**src/rtl/register_shift_seq.sv**
```systemverilog
// Sequenced shift/rotate register: parallel load plus a multi-step SHL/SHR/ROL/ROR engine.
// Defining REG_SHIFT_PARITY_EN adds a registered even-parity output of Q.
module register_shift_seq #(
  parameter int WIDTH = 4,
  parameter int AMT_W = 3
) (
  input  logic             clk,
  input  logic             reset,
  input  logic [WIDTH-1:0] D,
  input  logic             load,
  input  logic             start,
  input  logic [1:0]       op,
  input  logic [AMT_W-1:0] amount,
  input  logic             serial_in,
  output logic [WIDTH-1:0] Q,
  output logic             serial_out,
  output logic             busy,
`ifdef REG_SHIFT_PARITY_EN
  output logic             parity,
`endif
  output logic             done
);

  typedef enum logic [1:0] {
    IDLE  = 2'd0,
    SHIFT = 2'd1,
    DONE  = 2'd2
  } state_e;

  localparam logic [1:0] OP_SHL = 2'b00;
  localparam logic [1:0] OP_SHR = 2'b01;
  localparam logic [1:0] OP_ROL = 2'b10;
  localparam logic [1:0] OP_ROR = 2'b11;

  state_e           state_q;
  logic [AMT_W-1:0] count_q;
  logic [1:0]       op_q;
  logic [WIDTH-1:0] data_q;
  logic             serialOut_q;
  logic             busy_q;
  logic             done_q;

  logic [WIDTH-1:0] stepData_d;
  logic             stepBit_d;
  logic [WIDTH-1:0] dataNext_d;

  // One single-bit step of the captured operation; fill bit is sampled live.
  always_comb begin
    stepData_d = data_q;
    stepBit_d  = 1'b0;
    case (op_q)
      OP_SHL: begin
        stepData_d = {data_q[WIDTH-2:0], serial_in};
        stepBit_d  = data_q[WIDTH-1];
      end
      OP_SHR: begin
        stepData_d = {serial_in, data_q[WIDTH-1:1]};
        stepBit_d  = data_q[0];
      end
      OP_ROL: begin
        stepData_d = {data_q[WIDTH-2:0], data_q[WIDTH-1]};
        stepBit_d  = data_q[WIDTH-1];
      end
      OP_ROR: begin
        stepData_d = {data_q[0], data_q[WIDTH-1:1]};
        stepBit_d  = data_q[0];
      end
      default: begin
        stepData_d = data_q;
        stepBit_d  = 1'b0;
      end
    endcase
  end

  always_comb begin
    dataNext_d = data_q;
    if (load) begin
      dataNext_d = D;
    end else if (state_q == SHIFT && count_q != '0) begin
      dataNext_d = stepData_d;
    end
  end

  // Load overrides everything but reset, and abandons any operation without a done pulse.
  always_ff @(posedge clk) begin
    if (reset) begin
      state_q     <= IDLE;
      count_q     <= '0;
      op_q        <= OP_SHL;
      data_q      <= '0;
      serialOut_q <= 1'b0;
      busy_q      <= 1'b0;
      done_q      <= 1'b0;
    end else if (load) begin
      data_q  <= dataNext_d;
      state_q <= IDLE;
      busy_q  <= 1'b0;
      done_q  <= 1'b0;
    end else begin
      data_q <= dataNext_d;
      case (state_q)
        IDLE: begin
          done_q <= 1'b0;
          if (start) begin
            op_q    <= op;
            count_q <= amount;
            busy_q  <= 1'b1;
            state_q <= SHIFT;
          end
        end
        SHIFT: begin
          if (count_q != '0) begin
            serialOut_q <= stepBit_d;
            count_q     <= count_q - AMT_W'(1);
          end else begin
            busy_q  <= 1'b0;
            done_q  <= 1'b1;
            state_q <= DONE;
          end
        end
        DONE: begin
          done_q  <= 1'b0;
          state_q <= IDLE;
        end
        default: begin
          busy_q  <= 1'b0;
          done_q  <= 1'b0;
          state_q <= IDLE;
        end
      endcase
    end
  end

`ifdef REG_SHIFT_PARITY_EN
  logic parity_q;

  always_ff @(posedge clk) begin
    if (reset) begin
      parity_q <= 1'b0;
    end else begin
      parity_q <= ^dataNext_d;
    end
  end

  assign parity = parity_q;
`endif

  assign Q          = data_q;
  assign serial_out = serialOut_q;
  assign busy       = busy_q;
  assign done       = done_q;

endmodule
```
**config.mk**
```make
export PLATFORM = sky130hd
export DESIGN_NAME = register_shift_seq
export DESIGN_NICKNAME = d
export VERILOG_FILES = /design/src/rtl/register_shift_seq.sv
export SDC_FILE = /design/constraint.sdc
export NUM_CORES = 1
export LEC_CHECK = 0
export CAP_MARGIN = 20
export CORE_UTILIZATION = 40
export CTS_BUF_LIST = sky130_fd_sc_hd__clkbuf_4 sky130_fd_sc_hd__clkbuf_8 sky130_fd_sc_hd__clkbuf_16
export CTS_CLUSTER_DIAMETER = 30
export DETAILED_ROUTE_END_ITERATION = 6
export GPL_ROUTABILITY_DRIVEN = 0
export HOLD_SLACK_MARGIN = 0.05
export PLACE_DENSITY = 0.69
export SETUP_SLACK_MARGIN = 0.3
export SLEW_MARGIN = 20
export SYNTH_ARGS = -nofsm -noshare
export SYNTH_HDL_FRONTEND = slang
export SYNTH_SLANG_ARGS = --single-unit
```
**constraint.sdc**
```tcl
create_clock -name clk -period 2.8 [get_ports clk]
set_input_delay 0.7 -clock clk [delete_from_list [all_inputs] [get_ports clk]]
set_output_delay 0.7 -clock clk [all_outputs]
set_load 0.02 [all_outputs]
```
==> results_dict.tcl <==
set metrics [dict create \
    slew_headroom_pct 58.1 \
    dr.pass1.iters 6 \
    reg2reg_slack_ns 0.90 \
    cts_resized 0 \
    drt_iter0_markers 14 \
    ir_drop_mv 0.277 \
    clk_pin_slew_worst_paths_ns 0.08 \
    seq_power_share_pct 48.0 \
    finalSetupTns_ns 0 \
    synthMuxAreaShare_pct 14.0 \
    maxCapViolCount 0 \
    synth_xor_xnor_area_share_pct 0 \
    syn_nets 99 \
    cts_made_buffers 3 \
    postCtsSetupRepairBufs 0 \
    hold_class "reg -> reg" \
    track_usage_pct 17.6 \
    worstSetupPathType "reg -> out" \
    vias 659 \
    grt_pass1_vias 577 \
    overflow 0 \
    layout_commonest_cell "clkdlybuf4s50_1" \
    cp_data_required_time_ns 2.10 \
    p_int_w 0.000340 \
    finish.utilization_pct 60.8 \
    p_switching_w 0.000121 \
    crit_chain "clkdlybuf4s50_1" \
    area_delta_synth_final_pct 34.4 \
    die_area_um2 1960 \
    synthSimpleGateAreaFrac_pct 20.9 \
    cts_sinks 14 \
    ios 21 \
    power-per-cell-area_nw_per_um2 481 \
    p_leak_nw 0.344 \
    synth_compound_area_share_pct 17.5 \
    cts_tree "built" \
    grt_pass1_wl_um 2500 \
    switching_share_pct 26.3 \
    drt_wl_total_um 1500 \
    skew_ns 0.00410 \
    slowest_delay_ns 0.63 \
    synth_cell_types 27 \
    cp-start-kind "flip-flop" \
    numPortBuffers 20 \
    critPathCaptureType "output pin" \
    hold_buffers 0 \
    hold_violations 0 \
    die_h_um 44.2 \
    slowest_stage "clkdlybuf4s50_1" \
    period_minus_slack_ns 2.02 \
    fmax_mhz 495 \
    clockPowerShare_pct 31.1 \
    synth_cells 83 \
    pre_cts_ws_ns 0.513 \
    yosys_warnings 0 \
    pwr-share-comb_pct 20.8 \
    syn-cell-area_um2 713 \
    postSynthAreaPerCell_um2 8.59 \
    antenna_found_initial 0 \
    coreArea_um2 1580 \
    diodes 0 \
    drt-wirelength-per-cell_um 12.5 \
    rsz0062_at_grt "false" \
    synthTopCellsByArea "dfxtp_1, mux2i_1, nor2_1" \
    synth_top_family_by_area "simple AND/OR/NAND/NOR gates" \
    most-common-layout-cells "clkdlybuf4s50_1, dfxtp_1, nor2_1, mux2i_1" \
    finalCritPeriodShare_pct 72.1 \
    drv_slew 0 \
    nets 121 \
    clockBufferDepth 2 \
    synth_top_cell_area_share_pct 39.3 \
    synth-seq-cells 14 \
    cp_max_fo 5 \
    cts_root_buffer "clkbuf_4" \
    status "complete, no violations" \
    synth_fa_ha_area_share_pct 3.51 \
    via_per_inst 5.49 \
    max_slew.worst_pin.slew_ns 0.620 \
    grt_max_degree 15 \
    crit_buf_inv 1 \
    layout-drive-gt1-share_pct 6.73 \
    drcViolationCount 0 \
    clk_latency_ns 0.28 \
    crit_family "buffers and inverters" \
    h-tree-depth 1 \
    synth_top_cell_by_area "dfxtp_1" \
    worstPathArrival_ns 1.32 \
    ant_nets 0 \
    ys_seq_area_share_pct 39.3 \
    dieWidth_um 44.2 \
    setup_viol 0 \
    rows 14 \
    initial_core_util_pct 45.2 \
    hpwlAfterDp_um 1130 \
    nFillCells 149 \
    fin_ws_ns 0.780 \
]
## flip-flops by register name, summed over array words and instances (netlist names)
register / cells
Q: 4
count_q: 3
op_q: 2
state_q: 2
busy: 1
done: 1
serial_out: 1
## worst register-to-register path, delay by kind of cell, from the launching register on
family,cells,cell delay [ns]
compound gates,2,0.66
fa+ha+maj,1,0.19
buf+inv,1,0.07
flops,1,0.36
simple gates,2,0.54
## layer usage
layer / up-vias / wire length [µm] / global-route usage [%]
li1: 340 / - / -
met1: 301 / 721 / 22.9
met2: 18 / 698 / 27.4
met3: 0 / 78 / 6.12
met4: 0 / 0 / 5.45
met5: - / 0 / 0
## power by group through the flow
stage | clock network (W) | logic (W) | registers (W)
5_1_grt | 0.000160 | 0.000106 | 0.000224
3_5_place_dp | 0 | 0.0000960 | 0.000226
6_report | 0.000144 | 0.0000962 | 0.000222
4_1_cts | 0.000149 | 0.0000966 | 0.000221
3_3_place_gp | 0 | 0.0000946 | 0.000226
2_1_floorplan | 0 | 0.0000540 | 0.000229
## cells in the mapped netlist
cell type  count
a2111oi_0      1
nand2_1        5
nand2b_1       1
nor2_1        14
nor3b_1        1
nor4_1         1
clkbuf_1       4
o21ai_1        2
nor3_1         2
nor2b_1        1
o21ai_0        5
dfxtp_1       14
inv_1          2
a211oi_1       4
or3_1          1
ha_1           2
o21bai_2       1
mux2i_1       10
and2_1         1
a31oi_1        1
buf_6          1
nand3_1        1
and2_0         1
a21oi_1        3
a2111o_1       1
nor4b_1        2
a22oi_1        1
## logic make-up (layout without fill, tap and decap cells)
| logic type | Yosys count | count (layout) |
|---|---|---|
| compound gates | 19 | 19 |
| mux | 10 | 10 |
| buf+inv | 7 | 28 |
| flops | 14 | 14 |
| simple gates | 31 | 31 |
| fa+ha+maj | 2 | 2 |
## per-stage QoR
step                hold WS, ns  cell area [µm²]  instances  power, W
CTS                       0.475              958        120  0.000467
floorplan                 0.432              713         83  0.000283
finish                    0.486              958        120  0.000461
detailed placement        0.462              922        116  0.000322
global placement          0.463              922        116  0.000321
global route              0.498              958        120  0.000489
## worst paths after layout
kind / startpoint / end / cells after the start
setup / recovery: Q[0]$_SDFFE_PP0P_ / Q[0] / 1
hold / removal: count_q[1]$_SDFFE_PP0P_ / count_q[1]$_SDFFE_PP0P_ / 2
setup reg to reg: count_q[0]$_SDFFE_PP0P_ / count_q[0]$_SDFFE_PP0P_ / 6
hold reg to reg: count_q[1]$_SDFFE_PP0P_ / count_q[1]$_SDFFE_PP0P_ / 2
## cell type report
| class | count | area (µm²) | share of cell area [%] |
|---|---|---|---|
| multi-input combinational | 62 | 399 | 41.6 |
| sequential | 14 | 280 | 29.2 |
| timing repair buffer | 22 | 215 | 22.5 |
| clock buffer | 4 | 36.3 | 3.79 |
| tap | 16 | 20.0 | 2.09 |
| inverter | 2 | 7.51 | 0.783 |
Power figures use the tool's default switching activity.
